===== src/rtl/fib_pkg.sv =====
// Shared types and constants for the Fibonacci index finder.
// fib_min_idx_w() gives the index width needed to reach the first term above 2^WIDTH-1.
package fib_pkg;

  typedef enum logic {
    IDLE   = 1'b0,
    SEARCH = 1'b1
  } fib_state_e;

  localparam int              FIB_MAX_IDX    = 48;
  localparam longint unsigned FIB_MAX_TERM32 = 64'd2971215073;

  function automatic int fib_min_idx_w(input int width);
    longint unsigned lim;
    longint unsigned fa;
    longint unsigned fb;
    longint unsigned t;
    int              k;
    int              w;
    lim = (width >= 64) ? '1 : ((64'd1 << width) - 64'd1);
    fa  = 64'd0;
    fb  = 64'd1;
    k   = 0;
    while (fa <= lim && k < 93) begin
      t  = fa + fb;
      fa = fb;
      fb = t;
      k++;
    end
    w = 1;
    while ((1 << w) <= k) w++;
    return w;
  endfunction

endpackage


===== src/rtl/fib_term_step.sv =====
// Walks the Fibonacci sequence one term per advance: a=F(k), b=F(k+1).
// load restarts the walk at F(0)/F(1); a has one guard bit so F(48) never wraps.
module fib_term_step
  import fib_pkg::*;
#(
  parameter int WIDTH = 32,
  parameter int IDX_W = 6
) (
  input  logic             clk,
  input  logic             reset,
  input  logic             i_load,
  input  logic             i_advance,
  output logic [WIDTH:0]   o_a,
  output logic [IDX_W-1:0] o_k
);

  logic [WIDTH:0]   r_a;
  logic [WIDTH:0]   r_b;
  logic [IDX_W-1:0] r_k;

  always_ff @(posedge clk or posedge reset) begin
    if (reset) begin
      r_a <= '0;
      r_b <= '0;
      r_k <= '0;
    end else if (i_load) begin
      r_a <= '0;
      r_b <= {{WIDTH{1'b0}}, 1'b1};
      r_k <= '0;
    end else if (i_advance) begin
      r_a <= r_b;
      r_b <= r_a + r_b;
      r_k <= r_k + 1'b1;
    end
  end

  assign o_a = r_a;
  assign o_k = r_k;

endmodule


===== src/rtl/fib_index_finder.sv =====
// Returns the smallest k with F(k) >= value, whether value is exactly F(k),
// and whether F(k) exceeds WIDTH bits. One query in flight; start/busy/done handshake.
module fib_index_finder
  import fib_pkg::*;
#(
  parameter int WIDTH = 32,
  parameter int IDX_W = 6
) (
  input  logic             clk,
  input  logic             reset,
  input  logic             start,
  input  logic [WIDTH-1:0] value,
  output logic             busy,
  output logic             done,
  output logic             is_fib,
  output logic [IDX_W-1:0] index,
  output logic             ovf
);

  fib_state_e       r_state;
  fib_state_e       w_state_nxt;
  logic [WIDTH-1:0] r_target;
  logic             w_load;
  logic             w_advance;
  logic             w_finish;
  logic             w_hit;
  logic [WIDTH:0]   w_a;
  logic [IDX_W-1:0] w_k;
  logic             r_done;
  logic             r_is_fib;
  logic             r_ovf;
  logic [IDX_W-1:0] r_index;

  fib_term_step #(
    .WIDTH (WIDTH),
    .IDX_W (IDX_W)
  ) u_step (
    .clk       (clk),
    .reset     (reset),
    .i_load    (w_load),
    .i_advance (w_advance),
    .o_a       (w_a),
    .o_k       (w_k)
  );

  // Guard bit of a stays in the compare so F(48) correctly beats any WIDTH-bit target.
  assign w_hit = (w_a >= {1'b0, r_target});

  always_comb begin
    w_state_nxt = r_state;
    w_load      = 1'b0;
    w_advance   = 1'b0;
    w_finish    = 1'b0;
    case (r_state)
      IDLE: begin
        if (start) begin
          w_load      = 1'b1;
          w_state_nxt = SEARCH;
        end
      end
      SEARCH: begin
        if (w_hit) begin
          w_finish    = 1'b1;
          w_state_nxt = IDLE;
        end else begin
          w_advance = 1'b1;
        end
      end
      default: w_state_nxt = IDLE;
    endcase
  end

  always_ff @(posedge clk or posedge reset) begin
    if (reset) r_state <= IDLE;
    else       r_state <= w_state_nxt;
  end

  // Target is pure data: only meaningful once a start has been accepted.
  always_ff @(posedge clk) begin
    if (w_load) r_target <= value;
  end

  always_ff @(posedge clk or posedge reset) begin
    if (reset) begin
      r_done   <= 1'b0;
      r_is_fib <= 1'b0;
      r_ovf    <= 1'b0;
      r_index  <= '0;
    end else begin
      r_done <= w_finish;
      if (w_finish) begin
        r_index  <= w_k;
        r_is_fib <= (w_a == {1'b0, r_target});
        r_ovf    <= w_a[WIDTH];
      end
    end
  end

  assign busy   = (r_state == SEARCH);
  assign done   = r_done;
  assign is_fib = r_is_fib;
  assign index  = r_index;
  assign ovf    = r_ovf;

endmodule

===== config.mk =====
export PLATFORM = sky130hd
export DESIGN_NAME = fib_index_finder
export DESIGN_NICKNAME = d
export VERILOG_FILES = /design/src/rtl/fib_pkg.sv /design/src/rtl/fib_term_step.sv /design/src/rtl/fib_index_finder.sv
export SDC_FILE = /design/constraint.sdc
export NUM_CORES = 1
export LEC_CHECK = 0
export BUFFER_PORTS_ARGS = -buffer_cell sky130_fd_sc_hd__buf_2
export CAP_MARGIN = 20
export CORE_ASPECT_RATIO = 2
export CORE_UTILIZATION = 50
export CTS_BUF_LIST = sky130_fd_sc_hd__clkbuf_4
export CTS_CLUSTER_DIAMETER = 80
export DETAILED_ROUTE_END_ITERATION = 16
export GPL_TIMING_DRIVEN = 0
export PLACE_DENSITY = 0.71
export SKIP_CTS_REPAIR_TIMING = 1
export SLEW_MARGIN = 20
export SYNTH_ARGS = -nofsm -noshare
export SYNTH_HDL_FRONTEND = slang
export SYNTH_SLANG_ARGS = --single-unit

===== constraint.sdc =====
create_clock -name clk -period 2.8 [get_ports clk]
set_input_delay 0.84 -clock clk [delete_from_list [all_inputs] [get_ports clk]]
set_output_delay 0.84 -clock clk [all_outputs]
set_load 0.02 [all_outputs]

Word level (Yosys, flattened, before mapping)
Index checks and enable logic that the tools add are counted.

storage, ports and cells
  output and inout bits = 10
  register bits = 114
  word-level logic and storage cells = 28
  input port bits = 35

operators by class
  reduce and logical (&&, ||, !) cells = 1
  multiplexer cells = 13
  order comparisons = 1
  bitwise operators = 1
  add/subtract/negate cells = 2
  equal/unequal tests = 1

operators by type and width
  cell                 count
  $mux 33              4
  $add 33x33->33       1
  $eq 33x32->1         1
  $ge 33x32->1         1
  $mux 6               2
  $add 6x1->6 const B  1
  $mux 1               6
  $pmux 1 s2           1
  $reduce_bool 2->1    1
  $not 1->1            1

Longest topological paths before layout
  word-level depth = 5
  mapped depth = 12
  depth with buffers taken out = 11

Hierarchy
From an unflattened synthesis, not the netlist that was laid out.

second synthesis, totals
  cells, all modules = 657
  area, all modules = 6870.3 um^2

by module, submodules not included
  module            cells each  instances  seq. area each (um^2)  area each (um^2)
  fib_term_step     487         1          1801.7                 4659.5
  fib_index_finder  170         1          1211.2                 2210.9

Worst setup path before layout
Ideal clock, no wire load.

  kind = register to register
  start point = register u_step.r_a[0] (netlist: u_step.o_a[0])
  end point = register u_step.r_b[22]
  setup time = 0.136 ns
  cell stages (with the launch flop) = 12
  period minus slack after synthesis = 2.503 ns
  slack = 0.297 ns
  arrival = 2.367 ns
  path buffers = 0
  required time = 2.664 ns
  cells stage by stage = dfrtp_1 > ha_1 > inv_1 > fa_1 > nor2b_1 > o211ai_1 > a31oi_1 > o21ai_0 > a211oi_1 > o21ai_0 > a2111oi_0 > nor3_1

between the ends
  word-level cells in the longest chain between the ends = 4
  elaborated cells between the ends (all ways) = 7
  classes of those cells = add/sub (1); order compare (1); mux (4); reduce/logical (1)

ends and longest elaborated chain
  element                      line                    source
  from (decl)                  fib_term_step.sv:17     logic [WIDTH:0] r_a;
  from (signal assigned)       fib_term_step.sv:31     r_a <= r_b;
  $ge 33x32->1                 fib_index_finder.sv:47  assign w_hit = (w_a >= {1'b0, r_target});
  $mux 1                       fib_index_finder.sv:62  if (w_hit) begin
  $mux 1                       fib_index_finder.sv:54  case (r_state)
  $reduce_bool 2->1 (no line)  -
  to (signal assigned)         fib_term_step.sv:28     r_b <= {{WIDTH{1'b0}}, 1'b1};
  to (signal assigned)         fib_term_step.sv:32     r_b <= r_a + r_b;
  to (decl)                    fib_term_step.sv:18     logic [WIDTH:0] r_b;

Parallel ways exist; a longest one is shown, timed or not. The select of a mux whose other input is x is not followed.
A chain may end at the register's enable or synchronous reset.

Worst setup path in the final report
Ends and elaborated chain as after synthesis.

==> summary.md <==
| Metric | Value |
|---|---|
| Outcome | `finished, final reports clean` |
| CP endpoint kind | `register` |
| Row Count | `59` |
| Layout Nets | `855` |
| Final WL | `~18,000 µm` |
| CP max FO | `3` |
| Final Core Density | `roughly three fifths` |
| Layout area overhead | `17.1%` |
| I/O pin count | `45` |
| Die footprint | `0.0137 mm²` |
| Critical path class | `reg2reg` |
| Max-slew headroom | `49.2%` |
| Gr ovfl total | `0` |
| Max_cap viols | `0` |
| Yosys reg bits | `~110` |
| Die Width | `approximately 83 µm` |
| Yosys cell types | `60` |
| Final setup skew | `0.0259 ns` |
| CP max-delay cell | `dfrtp_1` |
| H-tree levels | `4` |
| Clk_lat worst skew | `0.55 ns` |
| Syn. warnings | `0` |
| Peak VDD IR | `between 0.0006 and 0.0007 V` |
| Hold Slack | `between 0.2 and 0.3 ns` |
| Initial DRC count | `about 360` |
| Commonest cells after routing, fill and taps aside | `81 x nand2_1, 81 x dfrtp_1, 67 x nand3_1` |
| RSZ-0062 raised after global routing | `true` |
| First-pass GRT wire length | `roughly 28,000 µm` |
| Vert. Die Dim | `around 160 µm` |
| Worst setup SP type | `register` |
| Post-synthesis sequential area ratio | `45.7%` |
| I/O Buffers | `44` |
| Root Driver | `clkbuf_4` |
| Vias in the first global route | `5,568` |
| CTS sink cnt | `114` |
| Initial antenna violation count | `1` |
| PwrDens | `a little under 1000 mW/mm²` |
| Largest net degree at the start of global routing | `35` |
| Placeable Area | `about 0.013 mm²` |
| CP peak stage delay | `approximately 0.44 ns` |
| Wire per inst | `approximately 20 µm` |
| Worst min path class | `in2async` |
| Mean post-synth cell area | `approximately 10 µm²` |
| First-pass DRT Iterations | `6` |
| Arr. time, crit path | `3.21 ns` |
| Final hold viol count | `0` |
| Clock Tree Buf Depth | `2` |
| Tcrit/Tclk final | `99.7%` |
| Slew Limit Fails | `0` |
| Final TNS setup | `0 ns` |
| Layout cells sized above 1 | `20.1%` |
| Gr usage total | `a little over a quarter` |
| GPL Wtd Cong | `roughly 0.96` |
| Worst EP required | `around 3.2 ns` |
| Post-route setup slack | `between 0.008 and 0.009 ns` |
| Vias per inst | `between 6 and 7` |
| Via count | `between 5,000 and 6,000` |
| CTS tree | `built` |
| CP cell instances | `ha_4 > inv_2 > fa_2 > nor2b_2 > o211ai_1 > a31oi_2 > o21ai_2 > a211oi_2 > o21ai_1 > a2111oi_1 > nor3_1` |
| Tmin final | `2.79 ns` |
| Antenna Violating Nets Remaining | `0` |
| Asr flop ratio synth | `between 70% and 80%` |
| Lkg Pwr | `3.81 nW` |
| DRC | `0` |
| Initial core utilization | `between 50% and 60%` |
| Max Clock Freq | `0.358 GHz` |
| Synthesized instance count | `between 600 and 700` |
| Synthesized Nets | `780` |
| Top_reg_cell synth | `dfrtp_1` |
| Cell area after synthesis | `roughly 0.0066 mm²` |
| Post-synth EDFFs | `32` |
| Final setup fails | `0` |
| HPWL Detailed | `~14,000 µm` |
| Setup WS pre-CTS | `-0.298 ns` |
| Worst-Margin Slew | `around 0.76 ns` |
| Inserted Clock Buffers | `17` |
| Clock-pin slew on the worst setup and hold paths | `~0.12 ns` |
==> cells in the mapped netlist (all sizes together), types with 2 or more instances <==
cell     instances  area share, %
nor3b            2           0.23
xor2            12            1.6
nand4           14            1.3
o41ai            4           0.53
a21boi           2           0.23
a211o            3           0.40
mux2i            2           0.30
clkbuf          10           0.59
a2111oi          2           0.28
buf             15            1.2
nor2            21            1.2
a21oi           33            2.7
nor2b            3           0.28
nor3            13            1.1
nand3           69            5.3
and2             2           0.19
o21ai           49            3.8
or2              3           0.28
nor4             3           0.28
nand2b           5           0.47
and3             4           0.38
edfxtp          32             15
inv             53            3.0
o21a            11            1.3
ha              65             12
a31o             3           0.40
xnor2           10            1.3
a221o            2           0.30
o31ai            5           0.57
nand2           82            4.7
mux2             7            1.2
o21bai           3           0.34
a21o            22            2.5
a31oi            3           0.28
a211oi           4           0.46
or3              4           0.38
o22ai            4           0.38
dfrtp           82             31
o211ai           5           0.57
==> worst paths after layout <==
path	slack [ns]	to	cells after the start	startpoint
min in group clk	0.45	r_target[3]$_DFFE_PP_	1	value[3]
max in group asynchronous	1.74	u_step.o_k[3]$_DFFE_PP0P_	4	reset
hold / removal	0.30	u_step.r_b[15]$_DFFE_PP0P_	2	reset
setup / recovery	0.008	u_step.r_b[22]$_DFFE_PP0P_	11	u_step.o_a[0]$_DFFE_PP0P_
hold reg to reg	0.49	u_step.o_a[4]$_DFFE_PP0P_	2	u_step.r_b[4]$_DFFE_PP0P_
setup reg to reg	0.008	u_step.r_b[22]$_DFFE_PP0P_	11	u_step.o_a[0]$_DFFE_PP0P_
==> area by class of cell <==
cell class | instances | area [µm²]
clock inverter | 15 | 156
timing repair buffer | 56 | 335
antenna | 1 | 2.50
tap | 152 | 190
inverter | 53 | 203
multi-input combinational | 488 | 3520
clock buffer | 17 | 128
fill | 1095 | 5200
sequential | 114 | 3010
buffer | 24 | 175
==> flip-flops by register name, summed over array words and instances (netlist names) <==
signal,count
busy,1
done,1
index,6
is_fib,1
ovf,1
r_target,32
u_step.o_a,33
u_step.o_k,6
u_step.r_b,33
==> through the flow <==
step	std cells	total power, mW	instance area [µm²]
after detailed placement	877	5.76	7050
after global placement	875	5.63	7010
after floorplan	679	4.72	6600
after CTS	909	6.99	7330
final	920	7.43	7720
after global routing	920	7.88	7720
==> kinds of logic (layout without fill, tap and decap cells) <==
group | Yosys count | count (layout) | share of synthesized area (%)
compound gates | 164 | 165 | 16.3
mux | 9 | 9 | 1.50
fa+ha+maj | 66 | 66 | 12.6
flops | 114 | 114 | 45.7
other cells | 0 | 1 | 0
xor+xnor | 22 | 22 | 2.92
buf+inv | 78 | 165 | 4.76
simple gates | 226 | 226 | 16.2
==> critical path: cells and delay by family, from the launching register on <==
kind | cells | cell delay [ns]
AOI/OAI and AO/OA | 6 | 1.39
adders and majority gates | 2 | 0.56
and+or+nand+nor | 2 | 0.25
buffers and inverters | 1 | 0.04
DFF | 1 | 0.44
==> metal layers <==
metal  routed length, µm  up-vias  global-route usage, %
met3                 598       60                   4.35
met4                1070        0                   17.9
met5                   0        -                      0
met1                6160     2791                   25.6
li1                    -     2606                      -
met2               10300      174                   52.7
==> where the power goes <==
group,internal [mW],switching [mW]
sequential,2.20,0.427
clock,0.536,0.706
combinational,1.35,2.21
(Power assumes the default switching activity.)
